--- config.mk ---
export PLATFORM = sky130hd
export DESIGN_NAME = ascon_ctrl_fsm
export DESIGN_NICKNAME = d
export VERILOG_FILES = /design/src/rtl/ascon_pack.sv /design/src/rtl/ascon_round_counter.sv /design/src/rtl/ascon_ctrl_fsm.sv
export SDC_FILE = /design/constraint.sdc
export NUM_CORES = 1
export LEC_CHECK = 0
export ABC_AREA = 1
export BUFFER_PORTS_ARGS = -buffer_cell sky130_fd_sc_hd__buf_2
export CAP_MARGIN = 20
export CORE_MARGIN = 2
export CORE_UTILIZATION = 45
export DETAILED_ROUTE_END_ITERATION = 12
export PLACE_DENSITY = 0.68
export SLEW_MARGIN = 5
export SYNTH_ARGS = -nofsm -noshare
export SYNTH_HDL_FRONTEND = slang
export SYNTH_HIERARCHICAL = 1
export SYNTH_SLANG_ARGS = --single-unit
export TNS_END_PERCENT = 30
--- constraint.sdc ---
create_clock -name clock_i -period 2 [get_ports clock_i]
set_input_delay 0.1 -clock clock_i [delete_from_list [all_inputs] [get_ports clock_i]]
set_output_delay 0.1 -clock clock_i [all_outputs]
set_load 0.05 [all_outputs]
--- src/rtl/ascon_pack.sv ---
`default_nettype none
// ============================================================================
//  Module   : ascon_pack
//  Purpose  : Shared types and constants for the ASCON-128 control sequencer:
//             FSM state encoding, last-round index, default pb start round.
//  Revision : 1.0  initial release
// ============================================================================
package ascon_pack;

    typedef enum logic [2:0] {
        ST_IDLE    = 3'd0,
        ST_INIT    = 3'd1,
        ST_WAIT_AD = 3'd2,
        ST_AD      = 3'd3,
        ST_WAIT_PT = 3'd4,
        ST_PT      = 3'd5,
        ST_FINAL   = 3'd6,
        ST_DONE    = 3'd7
    } ctrl_state_t;

    localparam logic [3:0] ROUND_LAST    = 4'd11;
    localparam logic [3:0] ROUND_B_FIRST = 4'd6;

    // First round index of an n-round permutation so that it always ends on ROUND_LAST
    function automatic logic [3:0] first_round(input int rounds);
        return 4'(int'(ROUND_LAST) + 1 - rounds);
    endfunction

endpackage
`default_nettype wire

--- src/rtl/ascon_round_counter.sv ---
`default_nettype none
// ============================================================================
//  Module   : ascon_round_counter
//  Purpose  : Permutation round index. Loadable start value, increments while
//             enabled and saturates at the last round; flags the last round.
//  Revision : 1.0  initial release
// ============================================================================
module ascon_round_counter
    import ascon_pack::*;
(
    input  logic       clk,
    input  logic       rst,
    input  logic       i_load,
    input  logic [3:0] i_load_val,
    input  logic       i_en,
    output logic [3:0] o_round,
    output logic       o_last
);

    logic [3:0] r_round;

    // Load has priority; counting stops at the last round so the index never exceeds it
    always_ff @(posedge clk) begin
        if (rst) begin
            r_round <= 4'd0;
        end else if (i_load) begin
            r_round <= i_load_val;
        end else if (i_en && (r_round != ROUND_LAST)) begin
            r_round <= r_round + 4'd1;
        end
    end

    assign o_round = r_round;
    assign o_last  = (r_round == ROUND_LAST);

endmodule
`default_nettype wire

--- src/rtl/ascon_ctrl_fsm.sv ---
`default_nettype none
// ============================================================================
//  Module   : ascon_ctrl_fsm
//  Purpose  : ASCON-128 AEAD sequencer. Walks init -> AD -> NB_BLOCKS plaintext
//             blocks -> finalisation one round per cycle and Moore-decodes the
//             datapath enables from state and round index.
//  Options  : ASCON_CTRL_PERF_EN adds a saturating 16-bit message cycle counter
//             on cycles_o.
//  Revision : 1.0  initial release
// ============================================================================
module ascon_ctrl_fsm
    import ascon_pack::*;
#(
    parameter int NB_BLOCKS = 4,
    parameter int ROUNDS_A  = 12,
    parameter int ROUNDS_B  = int'(ROUND_LAST) + 1 - int'(ROUND_B_FIRST)
) (
    input  logic                         clock_i,
    input  logic                         reset_i,
    input  logic                         start_i,
    input  logic                         data_valid_i,
    output logic [3:0]                   round_o,
    output logic [$clog2(NB_BLOCKS)-1:0] block_o,
    output logic                         init_state_o,
    output logic                         en_reg_state_o,
    output logic                         en_xor_begin_data_o,
    output logic                         en_xor_begin_key_o,
    output logic                         en_xor_end_key_o,
    output logic                         en_xor_lsb_o,
    output logic                         en_cipher_o,
    output logic                         en_tag_o,
    output logic                         data_ready_o,
    output logic                         cipher_valid_o,
    output logic                         end_o
`ifdef ASCON_CTRL_PERF_EN
    ,
    output logic [15:0]                  cycles_o
`endif
);

    localparam int BW = $clog2(NB_BLOCKS);

    localparam logic [3:0]    c_round_a_first = first_round(ROUNDS_A);
    localparam logic [3:0]    c_round_b_first = first_round(ROUNDS_B);
    localparam logic [BW-1:0] c_blk_last      = BW'(NB_BLOCKS - 1);

    ctrl_state_t   r_state;
    logic [BW-1:0] r_block;
    logic          r_cipher_valid;

    logic          w_load;
    logic [3:0]    w_load_val;
    logic          w_cnt_en;
    logic [3:0]    w_round;
    logic          w_last;
    logic          w_in_round;

    ascon_round_counter u_round_counter (
        .clk        (clock_i),
        .rst        (reset_i),
        .i_load     (w_load),
        .i_load_val (w_load_val),
        .i_en       (w_cnt_en),
        .o_round    (w_round),
        .o_last     (w_last)
    );

    // Round counter control: load on permutation entry, step through active rounds
    always_comb begin
        w_load     = 1'b0;
        w_load_val = 4'd0;
        w_cnt_en   = 1'b0;
        case (r_state)
            ST_IDLE: begin
                if (start_i) begin
                    w_load     = 1'b1;
                    w_load_val = c_round_a_first;
                end
            end
            ST_INIT, ST_AD, ST_PT, ST_FINAL: begin
                w_cnt_en = ~w_last;
            end
            ST_WAIT_AD: begin
                if (data_valid_i) begin
                    w_load     = 1'b1;
                    w_load_val = c_round_b_first;
                end
            end
            ST_WAIT_PT: begin
                if (data_valid_i) begin
                    w_load     = 1'b1;
                    w_load_val = (r_block < c_blk_last) ? c_round_b_first : c_round_a_first;
                end
            end
            ST_DONE: begin
                w_load     = 1'b1;
                w_load_val = 4'd0;
            end
            default: begin
            end
        endcase
    end

    // Sequencer state, block index and the delayed cipher-valid strobe
    always_ff @(posedge clock_i) begin
        if (reset_i) begin
            r_state        <= ST_IDLE;
            r_block        <= '0;
            r_cipher_valid <= 1'b0;
        end else begin
            r_cipher_valid <= en_cipher_o;
            case (r_state)
                ST_IDLE: begin
                    if (start_i) r_state <= ST_INIT;
                end
                ST_INIT: begin
                    if (w_last) r_state <= ST_WAIT_AD;
                end
                ST_WAIT_AD: begin
                    if (data_valid_i) r_state <= ST_AD;
                end
                ST_AD: begin
                    if (w_last) r_state <= ST_WAIT_PT;
                end
                ST_WAIT_PT: begin
                    if (data_valid_i) begin
                        r_state <= (r_block < c_blk_last) ? ST_PT : ST_FINAL;
                    end
                end
                ST_PT: begin
                    if (w_last) begin
                        r_block <= r_block + BW'(1);
                        r_state <= ST_WAIT_PT;
                    end
                end
                ST_FINAL: begin
                    if (w_last) r_state <= ST_DONE;
                end
                ST_DONE: begin
                    r_block <= '0;
                    r_state <= ST_IDLE;
                end
                default: r_state <= ST_IDLE;
            endcase
        end
    end

    // Moore decode of datapath enables from state and round index
    always_comb begin
        w_in_round = (r_state == ST_INIT) || (r_state == ST_AD) ||
                     (r_state == ST_PT)   || (r_state == ST_FINAL);

        init_state_o        = (r_state == ST_INIT) && (w_round == c_round_a_first);
        en_reg_state_o      = w_in_round;
        en_xor_begin_data_o = (((r_state == ST_AD) || (r_state == ST_PT)) && (w_round == c_round_b_first)) ||
                              ((r_state == ST_FINAL) && (w_round == c_round_a_first));
        en_xor_begin_key_o  = (r_state == ST_FINAL) && (w_round == c_round_a_first);
        en_xor_end_key_o    = ((r_state == ST_INIT) || (r_state == ST_FINAL)) && w_last;
        en_xor_lsb_o        = (r_state == ST_AD) && w_last;
        en_cipher_o         = ((r_state == ST_PT) && (w_round == c_round_b_first)) ||
                              ((r_state == ST_FINAL) && (w_round == c_round_a_first));
        en_tag_o            = (r_state == ST_FINAL) && w_last;
        data_ready_o        = (r_state == ST_WAIT_AD) || (r_state == ST_WAIT_PT);
        end_o               = (r_state == ST_DONE);
    end

    assign round_o        = w_round;
    assign block_o        = r_block;
    assign cipher_valid_o = r_cipher_valid;

`ifdef ASCON_CTRL_PERF_EN
    logic [15:0] r_cycles;

    // Message cycle counter; the launch cycle counts as the first message cycle so the
    // final value equals the inclusive start-to-end_o span
    always_ff @(posedge clock_i) begin
        if (reset_i) begin
            r_cycles <= 16'd0;
        end else if ((r_state == ST_IDLE) && start_i) begin
            r_cycles <= 16'd1;
        end else if ((r_state != ST_IDLE) && (r_cycles != 16'hFFFF)) begin
            r_cycles <= r_cycles + 16'd1;
        end
    end

    assign cycles_o = r_cycles;
`endif

endmodule
`default_nettype wire

# [Yosys cells after proc, flatten, opt, wreduce, memory -nomap -nowiden]
# Index checks and enable logic that the tools add are counted.
[op_classes] n_addsub=2 multipliers=0 div=0 magnitude_cmp=1 n_eq_ne=17 n_shift=0 n_mux=20 bitwise=1 reduce_logical=25
[op_table] operator="3-bit 2-to-1 mux" count=9
[op_table] operator="3-bit case mux with 7 select lines" count=1
[op_table] operator="3-bit == test, second input constant" count=4
[op_table] operator="2-bit != test, second input constant" count=6
[op_table] operator="1-bit logical AND" count=8
[op_table] operator="1-bit logical OR" count=8
[op_table] operator="4-bit 2-to-1 mux" count=2
[op_table] operator="3-bit by 2-bit == test with 1-bit output, second input constant" count=2
[op_table] operator="3-bit case mux with 2 select lines" count=1
[op_table] operator="6-bit AND reduction" count=1
[op_table] operator="4-bit by 1-bit adder with 4-bit output, second input constant" count=1
[op_table] operator="4-bit by 3-bit == test with 1-bit output, second input constant" count=1
[op_table] operator="4-bit == test, second input constant" count=1
[op_table] operator="4-bit zero test" count=1
[op_table] operator="2-bit 2-to-1 mux" count=2
[op_table] operator="4-bit != test, second input constant" count=1
[op_table] operator="2-bit case mux with 2 select lines" count=1
[op_table] operator="2-bit nonzero test" count=2
[op_table] operator="2-bit OR reduction" count=2
[op_table] operator="4-bit OR reduction" count=1
[op_table] operator="3-bit by 1-bit == test with 1-bit output, second input constant" count=1
[op_table] operator="3-bit zero test" count=1
[op_table] operator="1-bit 2-to-1 mux" count=3
[op_table] operator="1-bit case mux with 3 select lines" count=1
[op_table] operator="5 further kinds" count=5
[totals] regBits=10 latchBits=0 ramBits=0 mem_bits_ro=0 input_bits=4 wordCells=70 mem_count=0

# [Longest topological paths before layout]
# Gate-level depths: netlist of run 1.
[logic_depth] depth_word=6 ltp_mapped=11

# [By module]
# Netlist of run 1, hierarchy kept.
[modules_own_cells] mod="ascon_ctrl_fsm" instances=1 cells_each=84 area_per_inst_um2=501.7 seq_area_each_um2=120.1
[modules_own_cells] mod="ascon_round_counter" instances=1 cells_each=40 area_per_inst_um2=265.3 seq_area_each_um2=80.1

# [Least setup slack after synthesis of run 1]
# OpenSTA, ideal clock, no wires.
[synth_timing] kind="register to output" from="register u_round_counter.r_round[1], in the netlist u_round_counter/o_round[1]" to="output port en_xor_lsb_o" arrival_time_ns=2.456 setup_slack_ns=-0.556 stages_incl_launch_ff=6 n_path_buf=0 cell_sequence="dfxtp_1 > ha_1 > nand3_2 > inv_1 > inv_1 > nor3_1"
[synth_via] elab_chain_len=2
[synth_lines] item="start, declared" line="ascon_round_counter.sv:20" rtl="logic [3:0] r_round;"
[synth_lines] item="start signal, assigned" line="ascon_round_counter.sv:27" rtl="r_round <= i_load_val;"
[synth_lines] item="start signal, assigned" line="ascon_round_counter.sv:29" rtl="r_round <= r_round + 4'd1;"
[synth_lines] item="4-bit == test" line="ascon_round_counter.sv:34" rtl="assign o_last = (r_round == ROUND_LAST);"
[synth_lines] item="named net w_last" line="ascon_ctrl_fsm.sv:55" rtl="logic w_last;"
[synth_lines] item="1-bit logical AND" line="ascon_ctrl_fsm.sv:159" rtl="en_xor_lsb_o = (r_state == ST_AD) && w_last;"
[synth_lines] item="end, declared" line="ascon_ctrl_fsm.sv:29" rtl="output logic en_xor_lsb_o,"
# The timed path passes the listed nets, and every way through them passes these cells.

# [Final worst setup path of run 1]
[layout_timing] from="register r_state[0]" to="register u_round_counter.r_round[3], in the netlist u_round_counter/o_round[3]"
[layout_via] elab_cells_between_ends=15 cone_classes="eq/ne (7); mux (3); reduce/logical (5)"
[layout_rtl] item="start, declared" line="ascon_ctrl_fsm.sv:47" rtl="ctrl_state_t r_state;"
[layout_rtl] item="start signal, assigned" line="ascon_ctrl_fsm.sv:127" rtl="r_state <= (r_block < c_blk_last) ? ST_PT : ST_FINAL;"
[layout_rtl] item="3-bit by 2-bit == test with 1-bit output or 3-bit == test (tied branches)" line="ascon_ctrl_fsm.sv:73" rtl="case (r_state)"
[layout_rtl] item="2-bit OR reduction (no line)"
[layout_rtl] item="1-bit case mux with 3 select lines *" line="ascon_ctrl_fsm.sv:73"
[layout_rtl] item="named net w_load" line="ascon_ctrl_fsm.sv:51" rtl="logic w_load;"
[layout_rtl] item="4-bit 2-to-1 mux or 2-bit nonzero test (tied branches)"
# The timed path passes the listed nets; every way through them passes the cells marked *.
# A chain may end at the register's enable or synchronous reset.

==> results.ini, run 1 <==
[status]
run_status=completed

[power_and_ir_drop]
finalPower_mw=1.37
p_sw_uw=770
clock_power_share_pct=14.2
swShare_pct=56.2
peakVddDrop_v=0.000942
cellPowerDensity_nw_per_um2=1480
p_leak_nw=0.492
seqPwrFrac_pct=25.7
internal-power_uw=600
pwr-share-comb_pct=60.1

[grt]
antenna_found_initial=0
grt_max_degree=9
track_usage_pct=20.0
grt_pass1_wl_um=3010
overflow=0
grt_pass1_vias=738

[floorplan]
initial_core_util_pct=49.2
die_w_um=45.3
die_y_um=45.3
io_pins=21
fp.coreArea_um2=1560
dieArea_um2=2050
rows=14

[worst_setup_path]
crit_path_top_delay_cell=o211ai_1
crit_arrival_ns=2.00
slowest_delay_ns=0.46
worstPathCellList=nor2_2, nand2_1, o211ai_1, inv_2, or2_0, nand3_1, a21oi_2
cp-end-kind=flop
critPathMaxFanout=8
start_kind=flop
path_class=flop to flop
required_ns=2.16

[placement]
gp_congestion=0.878
io_buffers=20
place_area_um2=885
place_worst_setup_slack_ns=0.192
place_hpwl_um=1440
dpl.cell_count=159

[cts]
post_cts_buffers=0
clockRootBuffer=clkbuf_4
cts_hold_buf=0
h-tree-depth=1
clkLatencyLatePin_ns=0.27
numCtsBuffers=3
cts_num_sinks=10
path_clk_slew_ns=0.08
cts_tree=yes
clk_path_buf_depth=2

[timing]
skew_ns=0.00293
setup_ws_ns=0.162
max_freq_ghz=0.544
hold_viol=0
final.min_clock_period_ns=1.84
fin_setup_tns_ns=0
rsz0062_at_grt=false
slew_headroom_pct=64.4
worst_pin_slew_ns=0.532
setup_viol=0
slew_violations=0
finalCritPeriodShare_pct=91.9

[final_layout]
stdcell_area_um2=926
drive_gt1_share_pct=29.9
fillCellCount=157
final_nets=154
stdcell_count=163
antenna_cells=0
syn2layout_area_growth_pct=20.7

[logic_synthesis]
ys_types=28
synth_cells=124
syn_area_per_cell_um2=6.19
synthesis.area_um2=767
yosys_register_bits=10
async_reset_ff_share_pct=0
ys_seq_area_share_pct=26.1
synthFlopType=dfxtp_1
synth_warnings=6
synth_edf_count=0

[detailed_routing]
wl_per_cell_um=11.4
via_per_inst=5.17
drcViolationCount=0
totalWireLength_um=1860
first_iter_violations=18
first_pass_iters=4
postRouteAntennaNets=0
vias=843

[hold_path]
hold_path_class=primary input to flop

[job]
cap_viol_max_count=0

-- state kept, by name, summed over array words and instances, names as in the netlist --
signal and flops:
cipher_valid_o 1, block_o 2, r_state 3, u_round_counter/o_round 4
-- what timing repair did --
item | 4_1_cts | 5_1_grt
gates resized for setup | 0 | 3
setup endpoints to repair | 0 | 1
hold endpoints to repair | 0 | 0
-- final cells by class --
class,count,area [um^2],area share [%]
tap,16,20.0,2.16
clock buffer,4,36.3,3.92
inverter,19,71.3,7.70
sequential,10,203,21.9
timing repair buffer,20,103,11.1
multi-input combinational,94,493,53.2
-- cells in the final DEF, fill, tap and decap left out, drive strengths merged --
cell	count
or2	2
xor2	1
nand2	31
inv	18
a31oi	1
a21oi	10
o22ai	1
clkinv	1
ha	2
buf	19
conb	2
nor2	19
dfxtp	10
nand3	17
nor3	1
nand4	2
o21ai	2
clkbuf	5
nand3b	1
o211ai	2
-- critical path: cells and delay by family, from the launching register on --
family	cells	cell delay, ns
and+or+nand+nor	4	0.67
buffers and inverters	1	0.14
AOI/OAI and AO/OA	2	0.51
DFF	1	0.42
-- metrics by stage --
stage / utilization, % / hold WS [ns]
after floorplan: - / 0.162
after global placement: 56.7 / 0.365
after detailed placement: 56.7 / 0.377
after CTS: 59.1 / 0.0902
after global routing: 59.4 / 0.0859
final: 59.4 / 0.0912
-- Yosys cell counts (all sizes together) (2+ instances only) --
| master | instances | area, um^2 |
|---|---|---|
| ha | 2 | 25.0 |
| inv | 18 | 67.6 |
| dfxtp | 10 | 200 |
| o21ai | 2 | 13.8 |
| nand4 | 2 | 12.5 |
| nand3 | 17 | 90.1 |
| or2 | 2 | 12.5 |
| nor2 | 19 | 81.3 |
| a21oi | 10 | 68.8 |
| nand2 | 31 | 124 |
| buf | 2 | 15.0 |
| o211ai | 2 | 15.0 |
-- worst paths after layout --
kind / start / to / slack [ns] / depth (start not counted)
hold / removal: reset_i / u_round_counter/o_round[3]$_SDFFE_PP0P_ / 0.09 / 2
hold reg to reg: block_o[1]$_SDFFE_PP0P_ / block_o[1]$_SDFFE_PP0P_ / 0.50 / 2
setup reg to reg: r_state[0]$_SDFFE_PP0P_ / u_round_counter/o_round[3]$_SDFFE_PP0P_ / 0.16 / 7
setup / recovery: r_state[0]$_SDFFE_PP0P_ / u_round_counter/o_round[3]$_SDFFE_PP0P_ / 0.16 / 7
-- power groups by stage --
stage	clock network, mW	logic, mW	registers, mW
final	0.195	0.823	0.351
after detailed placement	0	0.815	0.352
after global routing	0.211	0.900	0.360
after global placement	0	0.806	0.348
after CTS	0.196	0.820	0.347
after floorplan	0	0.604	0.417
-- layer usage --
| metal | share of wire (%) | vias to the layer above | global-route usage [%] |
|---|---|---|---|
| met5 | 0 | - | 0 |
| met4 | 0 | 0 | 8.82 |
| met3 | 5.5 | 0 | 3.60 |
| met2 | 49 | 18 | 32.6 |
| met1 | 46 | 384 | 25.5 |
| li1 | - | 441 | - |
-- logic make-up after synthesis --
| family | share of synthesized area [%] |
|---|---|
| buf+inv | 11.3 |
| xor+xnor | 1.14 |
| compound gates | 14.4 |
| simple gates | 43.4 |
| flops | 26.1 |
| fa+ha+maj | 3.26 |
| other cells | 0.489 |
Power figures use the tool's default switching activity.
==> run 2, diff against run 1 <==
Settings changed: SYNTH_HIERARCHICAL 1 to not set.
==> results.ini, run 2 <==
[status]
run_status=completed

[floorplan]
fp.coreArea_um2=1690
die_w_um=45.7
dieArea_um2=2090
io_pins=21
initial_core_util_pct=46.4
die_y_um=45.7
rows=15

[hold_path]
hold_path_class=primary input to flop

[timing]
skew_ns=0.00200
worst_pin_slew_ns=0.351
setup_viol=0
slew_headroom_pct=76.5
rsz0062_at_grt=false
finalCritPeriodShare_pct=89.3
hold_slack_ns=0.0505
slew_violations=0
hold_viol=0
setup_ws_ns=0.213
final.min_clock_period_ns=1.79
max_freq_ghz=0.560
fin_setup_tns_ns=0

[detailed_routing]
drcViolationCount=0
wl_per_cell_um=11.9
totalWireLength_um=1900
first_iter_violations=20
vias=836
first_pass_iters=5
postRouteAntennaNets=0
via_per_inst=5.26

[placement]
place_worst_setup_slack_ns=0.504
gp_congestion=0.987
place_hpwl_um=1550
io_buffers=20
dpl.cell_count=156

[final_layout]
drive_gt1_share_pct=30.3
stdcell_count=159
final_nets=152
mostFrequentLayoutCells=23 x nand2_1, 20 x buf_2, 17 x nor2_1
antenna_cells=0
largest_reg_flops=4
syn2layout_area_growth_pct=16.0
mostFrequentLayoutCell=nand2_1

[logic_synthesis]
syn_area_per_cell_um2=6.47
synthFlopType=dfxtp_1
ys_seq_area_share_pct=25.6
synth_warnings=0
synth.largest_area_cell=dfxtp_1
synth_area_leaders=dfxtp_1 26%, nand2_1 11%, nand3_1 8.3%, nor2_1 8.1%, inv_1 7.2%
synthesis.area_um2=783
synth.most_common_cell=nand2_1
postSynthNetCount=129
synth_commonest_cells=23 x nand2_1, 17 x nor2_1, 15 x inv_1
yosys_register_bits=10
synth_cells=121
synth_edf_count=0
synth_top_cell_area_share_pct=25.6
async_reset_ff_share_pct=0
ys_types=22

[worst_setup_path]
worstPathCellList=inv_2, nor2_2, nand2_2, nor2_2, inv_1, o21ai_2, buf_2
critPathMaxFanout=8
crit_path_frequent_cell=nor2_2
required_ns=1.90
path_class=flop to primary output
start_kind=flop
cp-end-kind=primary output
path_buf_inv=3
slowest_delay_ns=0.53
r2r_slack_ns=0.59
crit_arrival_ns=1.69
cp_top_family=flip-flops
crit_path_top_delay_cell=dfxtp_1

[grt]
grt_max_degree=11
grt_pass1_wl_um=3150
overflow=0
grt_pass1_vias=712
track_usage_pct=20.9
antenna_found_initial=0

[cts]
cts_num_sinks=10
clk_path_buf_depth=2
numCtsBuffers=3
cts_tree=yes
cts_hold_buf=0
path_clk_slew_ns=0.07
cts_resized=0
clockRootBuffer=clkbuf_4
h-tree-depth=1
post_cts_buffers=0
clkLatencyLatePin_ns=0.26

[power_and_ir_drop]
p_leak_nw=0.511
finalPower_mw=1.23
peakVddDrop_v=0.000814
cellPowerDensity_nw_per_um2=1360

[job]
cap_viol_max_count=0

==> run 2: cell types whose count changed after synthesis, moves of 3 or more <==
cell	delta
inv_1	+3
inv_2	-3
nand2_1	-5
nand2_2	+3
nand3_1	-3
nor2_2	+4
==> run 2: layout make-up <==
cell class	instances	area [um^2]
repair buffers	20	100
clock buffers	3	22.5
multi-input cells	91	497
inverters	18	67.6
well taps	17	21.3
fillers	179	781
flip-flops and latches	10	200
==> run 2: worst register-to-register path, cell delays in order (launching register included) <==
cell	delay (ns)
dfxtp_1	0.50
inv_1	0.20
nand2_1	0.13
nand3_2	0.15
nand2_2	0.13
nor2_1	0.06
nor2_1	0.11
nor2_1	0.04
==> run 2: cells by family (layout without fill, tap and decap cells) <==
group / after synthesis / after routing / synth area share [%]
xor+xnor: 2 / 2 / 2.24
flops: 10 / 10 / 25.6
simple gates: 76 / 76 / 47.8
buf+inv: 20 / 41 / 11.5
fa+ha+maj: 4 / 4 / 6.39
compound gates: 9 / 9 / 6.55
==> run 2: path summary, 6_finish.rpt <==
path / end / cells past startpoint / start
worst max-delay path: en_cipher_o / 7 / r_state[1]$_SDFFE_PP0P_
worst min-delay path: r_state[1]$_SDFFE_PP0P_ / 2 / reset_i
worst max register to register: u_round_counter.o_round[1]$_SDFFE_PP0P_ / 7 / r_state[2]$_SDFFE_PP0P_
worst min register to register: block_o[1]$_SDFFE_PP0P_ / 2 / block_o[1]$_SDFFE_PP0P_
==> run 2: per-stage QoR <==
| stage | util, % | area (um^2) |
|---|---|---|
| final | 53.8 | 908 |
| after global routing | 53.8 | 908 |
| after CTS | 53.8 | 908 |
| after detailed placement | 52.4 | 886 |
| after global placement | 52.4 | 886 |
| after floorplan | - | 787 |
==> run 2: power breakdown <==
group,switching [mW],internal [mW]
sequential,0.0854,0.244
clock,0.0663,0.0693
combinational,0.546,0.221
==> run 2: layer usage <==
metal  vias up  GRT usage, %  routed length [um]
met5         -             0                   0
met2        28          34.6                 970
li1        431             -                   -
met4         0          5.71                  19
met1       373          26.8                 795
met3         4          5.16                 116
